==> config.mk <==
export PLATFORM = sky130hd
export DESIGN_NAME = rgbw_frame_decoder
export DESIGN_NICKNAME = d
export VERILOG_FILES = /design/src/rtl/rgbw_frame_decoder.sv
export SDC_FILE = /design/constraint.sdc
export NUM_CORES = 1
export LEC_CHECK = 0
export BUFFER_PORTS_ARGS = -buffer_cell sky130_fd_sc_hd__buf_2
export CORE_MARGIN = 1
export CORE_UTILIZATION = 30
export CTS_CLUSTER_SIZE = 20
export DETAILED_ROUTE_END_ITERATION = 6
export MAX_ROUTING_LAYER = met4
export PLACE_DENSITY = 0.43
export SYNTH_ARGS = -nofsm -noshare
export SYNTH_HDL_FRONTEND = slang
export SYNTH_SLANG_ARGS = --single-unit
export TNS_END_PERCENT = 100
==> constraint.sdc <==
create_clock -name clk -period 4.5 [get_ports clk]
set_input_delay 0.675 -clock clk [delete_from_list [all_inputs] [get_ports clk]]
set_output_delay 0.675 -clock clk [all_outputs]
set_load 0.01 [all_outputs]
==> src/rtl/rgbw_frame_decoder.sv <==
// Frames spiSlave bytes with cs, validates opcode/length and commits RGBW/intensity atomically;
// `RGBW_DECODER_CHKSUM_EN adds a trailing XOR checksum byte. Commit 4 clk after cs rises, no backpressure.
module rgbw_frame_decoder #(
  parameter logic [7:0] RST_INTENSITY = 8'hFF,
  parameter logic [7:0] RST_COLOR     = 8'h00
) (
  input  logic       clk,
  input  logic       reset,
  input  logic       cs,
  input  logic       rdy,
  input  logic [7:0] data,
  output logic [7:0] red,
  output logic [7:0] green,
  output logic [7:0] blue,
  output logic [7:0] white,
  output logic [7:0] intensity,
  output logic       upd,
  output logic       err,
  output logic       err_flag
);

`ifdef RGBW_DECODER_CHKSUM_EN
  localparam bit CHK_EN = 1'b1;
`else
  localparam bit CHK_EN = 1'b0;
`endif

  localparam logic [1:0] OP_NOP   = 2'b00;
  localparam logic [1:0] OP_COLOR = 2'b01;
  localparam logic [1:0] OP_INTEN = 2'b10;

  typedef enum logic [2:0] {S_IDLE, S_CMD, S_PAYLOAD, S_DONE, S_DROP} state_t;

  // Synchronizer runs through reset so a cs already low at release is not seen as a fresh fall
  logic cs_m, cs_s, cs_d;
  logic rise_q, fall_q;

  state_t     state_q, state_n;
  logic [2:0] cnt_q, cnt_n;
  logic [1:0] op_q, op_n;
  logic [7:0] chk_q, chk_n;
  logic [7:0] shadow_q [4];
  logic [7:0] shadow_n [4];
  logic [2:0] need;
  logic       byte_ok;
  logic       commit_color, commit_inten, err_c;

  always_ff @(posedge clk) begin
    cs_m <= cs;
    cs_s <= cs_m;
    cs_d <= cs_s;
  end

  assign need = (op_q == OP_COLOR) ? 3'd4 : 3'd1;
  // A byte landing in the edge-detect cycle still belongs to the closing frame
  assign byte_ok = rdy && (!cs_s || rise_q);

  always_comb begin
    state_n      = state_q;
    cnt_n        = cnt_q;
    op_n         = op_q;
    chk_n        = chk_q;
    shadow_n     = shadow_q;
    commit_color = 1'b0;
    commit_inten = 1'b0;
    err_c        = 1'b0;

    if (byte_ok) begin
      case (state_q)
        S_CMD: begin
          op_n  = data[7:6];
          chk_n = data;
          cnt_n = 3'd0;
          case (data[7:6])
            OP_COLOR, OP_INTEN: state_n = S_PAYLOAD;
            OP_NOP:             state_n = S_DONE;
            default:            state_n = S_DROP;
          endcase
        end
        S_PAYLOAD: begin
          if (CHK_EN && cnt_q == need) begin
            state_n = (data == chk_q) ? S_DONE : S_DROP;
          end else begin
            shadow_n[cnt_q[1:0]] = data;
            chk_n = chk_q ^ data;
            cnt_n = cnt_q + 3'd1;
            if (!CHK_EN && cnt_n == need) state_n = S_DONE;
          end
        end
        S_DONE:  state_n = S_DROP;
        default: ;
      endcase
    end

    if (rise_q) begin
      case (state_n)
        S_DONE: begin
          commit_color = (op_n == OP_COLOR);
          commit_inten = (op_n == OP_INTEN);
        end
        S_PAYLOAD, S_DROP: err_c = 1'b1;
        default: ;
      endcase
      state_n = S_IDLE;
      cnt_n   = 3'd0;
    end else if (fall_q) begin
      state_n = S_CMD;
      cnt_n   = 3'd0;
    end
  end

  always_ff @(posedge clk) begin
    if (!reset) begin
      rise_q    <= 1'b0;
      fall_q    <= 1'b0;
      state_q   <= S_IDLE;
      cnt_q     <= 3'd0;
      op_q      <= OP_NOP;
      chk_q     <= 8'h00;
      for (int i = 0; i < 4; i++) shadow_q[i] <= 8'h00;
      red       <= RST_COLOR;
      green     <= RST_COLOR;
      blue      <= RST_COLOR;
      white     <= RST_COLOR;
      intensity <= RST_INTENSITY;
      upd       <= 1'b0;
      err       <= 1'b0;
      err_flag  <= 1'b0;
    end else begin
      rise_q   <= cs_s & ~cs_d;
      fall_q   <= ~cs_s & cs_d;
      state_q  <= state_n;
      cnt_q    <= cnt_n;
      op_q     <= op_n;
      chk_q    <= chk_n;
      shadow_q <= shadow_n;
      upd      <= commit_color | commit_inten;
      err      <= err_c;
      if (err_c) err_flag <= 1'b1;
      if (commit_color) begin
        red   <= shadow_n[0];
        green <= shadow_n[1];
        blue  <= shadow_n[2];
        white <= shadow_n[3];
      end
      if (commit_inten) intensity <= shadow_n[0];
    end
  end

endmodule

==> results of run 1 <==
[worst max-delay path, cell delays in order, from the launching register on]
cell      delay (ns)
dfxtp_1         0.37
ha_1            0.27
xor2_1          0.17
or3_1           0.40
a211oi_4        0.43
o211ai_4        0.37
buf_4           0.32
mux2_4          0.30
[logic make-up after synthesis]
group                      synth area share [%]
AOI/OAI and AO/OA                         4.301
DFF                                       46.58
muxes                                     23.82
buffers and inverters                     3.109
and+or+nand+nor                           20.64
xor gates and xnor gates                 0.2316
adders and majority gates                 1.323
[per-stage QoR]
stage                     cells  power (mW)  cell area, um2  util [%]  setup WS [ns]
after CTS                   562       1.625            4479     36.83          1.732
after floorplan             342      0.8331            3782         -          2.228
final                       562       1.596            4479     36.83          1.757
after detailed placement    546      0.8506            4172     34.30          1.402
after global placement      546      0.8509            4172     34.30          1.450
after global routing        562       1.662            4479     36.83          1.585
[final timing paths]
| path | to | slack, ns | cells past startpoint |
|---|---|---|---|
| max | green[6]$_SDFFE_PN0P_ | 1.76 | 7 |
| min | cs_s$_DFF_P_ | 0.33 | 0 |
| min reg2reg | cs_s$_DFF_P_ | 0.33 | 0 |
| max reg2reg | green[6]$_SDFFE_PN0P_ | 1.76 | 7 |
[layout by cell type (no fill, tap or decap), types with 2 or more instances in the layout]
| master | Yosys | layout |
|---|---|---|
| buf_4 | 1 | 2 |
| mux2_2 | 20 | 20 |
| mux2i_1 | 36 | 36 |
| ha_1 | 4 | 4 |
| nor2b_1 | 40 | 40 |
| clkinvlp_4 | 0 | 2 |
| nand2_1 | 16 | 16 |
| and2_1 | 35 | 35 |
| nand2b_1 | 13 | 13 |
| nor3_1 | 3 | 3 |
| clkbuf_8 | 0 | 2 |
| nand3_1 | 3 | 3 |
| o21ai_0 | 2 | 2 |
| a21oi_1 | 6 | 6 |
| clkinv_2 | 0 | 2 |
| mux2_4 | 21 | 21 |
| nor2_1 | 9 | 9 |
| inv_1 | 3 | 3 |
| clkbuf_16 | 0 | 9 |
| dfxtp_1 | 88 | 88 |
| nand4_1 | 3 | 3 |
| buf_2 | 4 | 54 |
[final cells by class]
| cell class | count | area, um2 |
|---|---|---|
| clock inverters | 5 | 55.05 |
| well taps | 168 | 210.2 |
| fillers | 1214 | 7682 |
| inverters | 3 | 11.26 |
| clock buffers | 11 | 252.7 |
| multi-input cells | 231 | 1903 |
| flip-flops and latches | 88 | 1762 |
| repair buffers | 56 | 285.3 |
[power by group through the flow]
stage / logic, mW / registers (mW) / clock network [mW]
after floorplan: 0.0316 / 0.801 / 0
after global placement: 0.0486 / 0.802 / 0
after detailed placement: 0.0481 / 0.802 / 0
after CTS: 0.0483 / 0.785 / 0.792
after global routing: 0.0527 / 0.785 / 0.824
final: 0.0471 / 0.785 / 0.764
[layer usage]
layer / GRT usage, % / share of wire, %
met5: - / 0
met1: 19.11 / 51
met4: 7.013 / 1.9
met3: 2.700 / 3.3
met2: 18.83 / 44
[registers in the layout, summed over array words and instances (netlist names), 2 cells and up]
| signal | flops |
|---|---|
| blue | 8 |
| cnt_q | 3 |
| green | 8 |
| intensity | 8 |
| op_q | 2 |
| red | 8 |
| shadow_q | 32 |
| state_q | 3 |
| white | 8 |
==> results.json, run 1 <==
{
  "synthMostInstantiatedCell": "dfxtp_1",
  "clock-sinks": 88,
  "syn_nets": 358,
  "p_leak_nw": 2.099,
  "die_w_um": 114.3,
  "ys_types": 40,
  "synth_edf_count": 0,
  "synth.top_cells.by_area": "dfxtp_1 47%, mux2i_1 9.5%, mux2_4 8.3%, nor2b_1 6.6%, mux2_2 6.0%",
  "path_class": "flop to flop",
  "worstHoldStart": "cs_m$_DFF_P_",
  "worstSetupEndpointType": "flop",
  "clock_path_buffers": 2,
  "p_sw_share_pct": 21.23,
  "cp.arrival_ns": 2.97,
  "drt_iter0_drc": 129,
  "finalCriticalPeriod_ns": 2.743,
  "htreeDepth": 3,
  "cp.required_ns": 4.72,
  "ys_seq_area_share_pct": 46.58,
  "vias_per_cell": 4.342,
  "grt_pass1_vias": 2339,
  "path_max_fanout": 19,
  "seqPwrFrac_pct": 49.2,
  "post_cts_buffers": 0,
  "synth_cells": 342,
  "fin_tns_setup_ns": 0,
  "timing.rr.start": "cnt_q[0]$_SDFFE_PP0P_",
  "yosysTopAreaCell": "dfxtp_1",
  "initial_core_util_pct": 31.10,
  "yosys_most_used_dff": "dfxtp_1",
  "power_frac_comb_pct": 3.0,
  "slew_headroom_pct": 40.16,
  "fin_hold_ws_ns": 0.3290,
  "tightest_slew_ns": 0.8933,
  "grt_pass1_wl_mm": 12.99,
  "status": "completed",
  "p_int_mw": 1.257,
  "gr-total-overflow": 0,
  "cts_made_buffers": 9,
  "drcViolationCount": 0,
  "cp-startpoint": "cnt_q[0]$_SDFFE_PP0P_",
  "max-cap-violations": 0,
  "async_flop_share_pct": 0,
  "die_h_um": 114.3,
  "startpoint_type": "flop",
  "fin_skew_ns": 0.005065,
  "ys.warnings.count": 0,
  "clk_latency_ns": 0.34,
  "clockPowerShare_pct": 47.9,
  "grt_max_degree": 61,
  "place_congestion": 0.7080,
  "rsz0062_at_grt": "false",
  "ir_worst_vdd_uv": 135.5,
  "hp-class": "flop to flop",
  "globalRouteTotalUtil_pct": 13.78,
  "path_clk_slew_ns": 0.06,
  "hold_buffers": 0,
  "post-dp-hpwl_mm": 5.384,
  "post_cts_resized": 0,
  "fin_crit_sh_pct": 60.96,
  "power.switching_mw": 0.3388,
  "ioPinCount": 55,
  "drive_above_1_share_pct": 30.96,
  "wl_per_cell_um": 14.17,
  "synth_top_area_share_pct": 46.58,
  "layout.nets": 405,
  "areaGrowthSynthToFinish_pct": 18.43,
  "drv_slew": 0,
  "portBuffers": 54,
  "ys_top_cells_by_count": "88 x dfxtp_1, 40 x nor2b_1, 36 x mux2i_1",
  "hold_viol": 0,
  "clockRootBuffer": "clkbuf_16",
  "final_antenna_net_count": 0,
  "antenna_found_initial": 0,
  "cts_tree": "yes",
  "core_area_um2": 12160,
  "via_count": 2440,
  "syn_avg_cell_area_um2": 11.06,
  "dieArea_um2": 13060,
  "synth_seq_cells": 88,
  "dr.pass1.iters": 4,
  "synth_area_um2": 3782,
  "diodes": 0,
  "setup_viol": 0,
  "fmax_mhz": 364.6,
  "num_rows": 40,
  "wl_mm": 7.963,
  "power_density_nw_per_um2": 356.3
}
Power figures use the tool's default switching activity.
==> run 2: changes to the inputs <==
PLACE_DENSITY = 0.45   (was 0.43)
clock period = 2.5 ns   (was 4.5 ns; I/O delays follow)
==> run 2 against run 1 <==
Clock-buffer cell count rose by 1. Fmax rose by 20%. Critical endpoint is now blue[4]$_SDFFE_PN0P_. Global-route usage shrank 0.15 points. Largest cell class unchanged. Clock power is 65% higher. Largest power group unchanged. Critical path depth unchanged.
==> results.json, run 2 (synthesis gave the netlist of run 1 again) <==
{
  "cp.arrival_ns": 2.51,
  "globalRouteTotalUtil_pct": 13.63,
  "clockRootBuffer": "clkbuf_16",
  "via_count": 2493,
  "final_cell_mix": "88 x dfxtp_1, 54 x buf_2, 40 x nor2b_1, 36 x mux2i_1, 35 x and2_1",
  "tightest_slew_ns": 0.4923,
  "drcViolationCount": 0,
  "timing.rr.start": "cnt_q[1]$_SDFFE_PP0P_",
  "drv_slew": 0,
  "slew_headroom_pct": 67.08,
  "met1_length_mm": 4.181,
  "ir_worst_vdd_uv": 256.7,
  "ioPinCount": 55,
  "grt_max_degree": 45,
  "post-dp-hpwl_mm": 5.382,
  "dr.pass1.iters": 6,
  "dr.max_layer_used": "met4",
  "hp-class": "input pin to flop",
  "htreeDepth": 3,
  "setup_viol": 0,
  "cp-startpoint": "cnt_q[1]$_SDFFE_PP0P_",
  "worstSetupEndpointType": "flop",
  "vias_per_cell": 4.358,
  "drive_above_1_share_pct": 32.67,
  "dpl_cell_area_um2": 4267,
  "layout.nets": 416,
  "drt_iter0_drc": 64,
  "design_area_um2": 4548,
  "wl_met3_um": 213,
  "wl_per_cell_um": 14.12,
  "clock_path_buffers": 2,
  "finalCriticalPeriod_ns": 2.292,
  "hold_viol": 0,
  "hold_buffers": 0,
  "power_density_nw_per_um2": 606.8,
  "clk_latency_ns": 0.33,
  "path_clk_slew_ns": 0.06,
  "status": "completed",
  "antenna_found_initial": 0,
  "path_class": "flop to flop",
  "diodes": 0,
  "gr-total-overflow": 0,
  "fin_crit_sh_pct": 91.68,
  "dieArea_um2": 13060,
  "wl_mm": 8.076,
  "worstHoldStart": "cs",
  "die_h_um": 114.3,
  "areaGrowthSynthToFinish_pct": 20.24,
  "rsz0062_at_grt": "false",
  "final_antenna_net_count": 0,
  "largest_reg_flops": 32,
  "cts_tree": "yes",
  "cp.required_ns": 2.72,
  "cts_made_buffers": 9,
  "max-cap-violations": 0,
  "grt_pass1_vias": 2453,
  "post_cts_buffers": 0,
  "die_w_um": 114.3,
  "fin_skew_ns": 0.006430,
  "clock-sinks": 88,
  "regMostFlops": "shadow_q",
  "initial_core_util_pct": 31.10,
  "portBuffers": 54,
  "fin_tns_setup_ns": 0,
  "place_congestion": 0.7321,
  "fmax_mhz": 436.3,
  "layout_commonest_cell": "dfxtp_1",
  "p_leak_nw": 2.151,
  "grt_pass1_wl_mm": 13.04,
  "num_rows": 40,
  "wl_met2_mm": 3.573,
  "post_cts_resized": 0,
  "startpoint_type": "flop",
  "core_area_um2": 12160,
  "rrSetupSlack_ns": 0.21,
  "path_max_fanout": 24
}
-- run 2: cell types whose count changed in the layout (fill, tap and decap cells not counted) --
cell and delta:
buf_12 +1, o211a_4 +1, bufinv_16 -1, buf_4 +10
clkinvlp_4 -1, clkbuf_1 +1, o211a_1 -1
-- run 2: metrics by stage --
stage / setup WS (ns) / cells / utilization [%] / hold WS, ns / total power [mW]
finish: 0.2080 / 572 / 37.40 / 0.1393 / 2.760
global route: 0.06849 / 572 / 37.40 / 0.1249 / 2.873
CTS: 0.06243 / 572 / 37.34 / 0.1263 / 2.803
detailed placement: 0.07597 / 557 / 35.08 / 0.3184 / 1.537
global placement: 0.1263 / 557 / 35.08 / 0.3139 / 1.537
floorplan: 0.2524 / 342 / - / 0.3096 / 1.500
-- run 2: path summary, 6_finish.rpt --
check                    endpoint  cells past startpoint
min reg2reg          cs_s$_DFF_P_                      0
min                  cs_m$_DFF_P_                      1
max          blue[4]$_SDFFE_PN0P_                      7
max reg2reg  blue[4]$_SDFFE_PN0P_                      7
-- run 2: power breakdown --
part	internal (mW)	total (mW)	switching [mW]
sequential	1.41	1.41	0.00529
clock	0.719	1.26	0.537
combinational	0.0326	0.0909	0.0584
total	2.16	2.76	0.600
-- run 2: final cells by class --
cell class / instances / area (um2)
fillers: 1223 / 7614
clock inverters: 3 / 17.52
flip-flops and latches: 88 / 1762
clock buffers: 12 / 256.5
well taps: 168 / 210.2
multi-input cells: 231 / 1911
inverters: 3 / 11.26
repair buffers: 67 / 380.4
-- run 2: worst max-delay path, cell delays in order (launching register included) --
cell and delay, ns:
dfxtp_1 0.36, ha_1 0.24, xor2_1 0.16, or3_1 0.39
a211oi_4 0.39, o211ai_4 0.12, buf_12 0.20, mux2_4 0.31
-- run 2: layer usage --
metal  vias to the layer above  global-route usage, %
met1                      1193                  18.35
met2                        42                  19.31
met4                         0                  5.887
met3                         6                  3.335
li1                       1252                      -
met5                         -                      -
==> run 3: changes to the inputs <==
CORE_UTILIZATION = 51   (was 30)
PLACE_DENSITY = 0.71   (was 0.45)
==> run 3 against run 2 <==
Non-clock buffer count shrank 2. Hold slack worse by 0.012 ns. Final area is 3.4% lower. Fmax shrank 4.2%. Setup slack got worse by 0.10 ns. Register-to-register slack got worse by 0.10 ns. Die area is 41% lower. Total power shrank 6.6%. Utilization grew 24 points. Global-route usage is 6.3 points higher. Via count down 0.64%. Critical endpoint is now intensity[0]$_SDFFE_PN1P_. Largest cell class unchanged.
==> results.json, run 3 (synthesis gave the netlist of run 1 again) <==
{
  "status": "completed",
  "clockPowerShare_pct": 41.8,
  "hold_viol": 0,
  "dieArea_um2": 7765,
  "ioPinCount": 55,
  "regMostFlops": "shadow_q",
  "power.switching_mw": 0.5475,
  "post-dp-hpwl_mm": 4.811,
  "wl_per_cell_um": 13.98,
  "htreeDepth": 3,
  "grt_max_degree": 57,
  "via_count": 2477,
  "layout.nets": 414,
  "worstSetupEndpointType": "flop",
  "cp.required_ns": 2.74,
  "cp.arrival_ns": 2.64,
  "clockRootBuffer": "clkbuf_8",
  "grt_pass1_wl_mm": 11.23,
  "wl_mm": 7.003,
  "hold_buffers": 0,
  "clock-sinks": 88,
  "gr-total-overflow": 0,
  "antenna_found_initial": 0,
  "final_antenna_net_count": 0,
  "p_int_mw": 2.029,
  "fin_cells": 501,
  "ir_worst_vdd_uv": 380.4,
  "die_h_um": 88.12,
  "post-place-cells": 486,
  "cts_made_buffers": 9,
  "power_frac_comb_pct": 3.5,
  "setup_viol": 0,
  "vias_per_cell": 4.944,
  "crit_buf_inv": 0,
  "path_max_fanout": 8,
  "tightest_slew_ns": 0.5177,
  "drcViolationCount": 0,
  "portBuffers": 54,
  "seqPwrFrac_pct": 54.8,
  "critPathMaxStageDelay_ns": 0.40,
  "max-cap-violations": 0,
  "path_clk_slew_ns": 0.08,
  "areaGrowthSynthToFinish_pct": 16.21,
  "cp_slowest_cell": "or3_1",
  "place_congestion": 0.8215,
  "num_rows": 31,
  "fin_skew_ns": 0.008355,
  "cpLargestDelayFamily": "compound AO/OA/AOI/OAI gates",
  "clock_path_buffers": 2,
  "final_cell_mix": "88 x dfxtp_1, 54 x buf_2, 40 x nor2b_1, 36 x mux2i_1, 35 x and2_1",
  "path_class": "flop to flop",
  "dr.pass1.iters": 4,
  "grt_pass1_vias": 2350,
  "fin_crit_sh_pct": 95.73,
  "largest_reg_flops": 32,
  "drt_iter0_drc": 100,
  "drive_above_1_share_pct": 32.34,
  "path_cells": "ha_1, xor2_1, or3_1, a211oi_4, o211a_2, mux2_2",
  "slew_headroom_pct": 65.39,
  "initial_core_util_pct": 52.43,
  "p_leak_nw": 2.096,
  "finalCriticalPeriod_ns": 2.393,
  "clk_latency_ns": 0.35,
  "fmax_mhz": 417.8,
  "layout_commonest_cell": "dfxtp_1",
  "hp-class": "input pin to flop",
  "p_sw_share_pct": 21.25,
  "cts_tree": "yes",
  "post_cts_buffers": 0,
  "die_w_um": 88.12,
  "power_density_nw_per_um2": 586.2,
  "core_area_um2": 7214,
  "fin_tns_setup_ns": 0,
  "diodes": 0,
  "globalRouteTotalUtil_pct": 19.93,
  "drv_slew": 0,
  "rsz0062_at_grt": "false",
  "startpoint_type": "flop"
}
## run 3: cell types whose count changed in the layout (fill, tap and decap cells not counted), moves of 2 or more
| cell | before | now |
|---|---|---|
| bufinv_16 | 0 | 2 |
| clkinv_2 | 2 | 0 |
| clkbuf_16 | 9 | 0 |
| clkbuf_8 | 2 | 10 |
| buf_4 | 12 | 9 |
## run 3: power groups by stage
stage	sequential [mW]	clock, mW	combinational (mW)
floorplan	1.44	0	0.0569
global placement	1.44	0	0.0892
detailed placement	1.44	0	0.0897
CTS	1.41	1.10	0.0897
global route	1.41	1.15	0.0961
finish	1.41	1.08	0.0889
## run 3: final cells by class
| cell class | count | area [um2] |
|---|---|---|
| Fill cell | 629 | 2819 |
| Sequential cell | 88 | 1762 |
| Clock inverter | 4 | 76.32 |
| Inverter | 3 | 11.26 |
| Clock buffer | 11 | 141.4 |
| Tap cell | 99 | 123.9 |
| Multi-Input combinational cell | 231 | 1903 |
| Timing Repair Buffer | 65 | 377.9 |
## run 3: per-stage QoR
step,hold WS [ns],power [mW],instance area (um2),util (%),worst slack [ns]
5_1_grt,0.1189,2.657,4395,60.93,0.03146
3_3_place_gp,0.3135,1.533,4178,57.91,0.1563
2_1_floorplan,0.3096,1.500,3782,-,0.2524
4_1_cts,0.1145,2.598,4395,60.93,0.06903
3_5_place_dp,0.3262,1.534,4178,57.91,0.08827
6_report,0.1277,2.577,4395,60.93,0.1067
## run 3: timing repair
item,in CTS,in global routing
endpoints found under the hold margin,0,0
setup endpoints to repair,0,5
resized for setup,0,1
## run 3: metal layers
metal | track usage (%) | wire length [um] | vias to the layer above | part of all wire, %
met5 | - | 0 | - | 0
met4 | 8.798 | 136 | 0 | 1.9
met3 | 3.487 | 238 | 11 | 3.4
met2 | 31.29 | 3189 | 44 | 46
met1 | 25.16 | 3439 | 1167 | 49
li1 | - | - | 1255 | -
## run 3: worst paths after layout
kind	startpoint	end	slack, ns	depth (start not counted)
setup / recovery	cnt_q[1]$_SDFFE_PP0P_	intensity[0]$_SDFFE_PN1P_	0.11	6
setup reg to reg	cnt_q[1]$_SDFFE_PP0P_	intensity[0]$_SDFFE_PN1P_	0.11	6
hold reg to reg	cs_m$_DFF_P_	cs_s$_DFF_P_	0.34	0
hold / removal	cs	cs_m$_DFF_P_	0.13	1
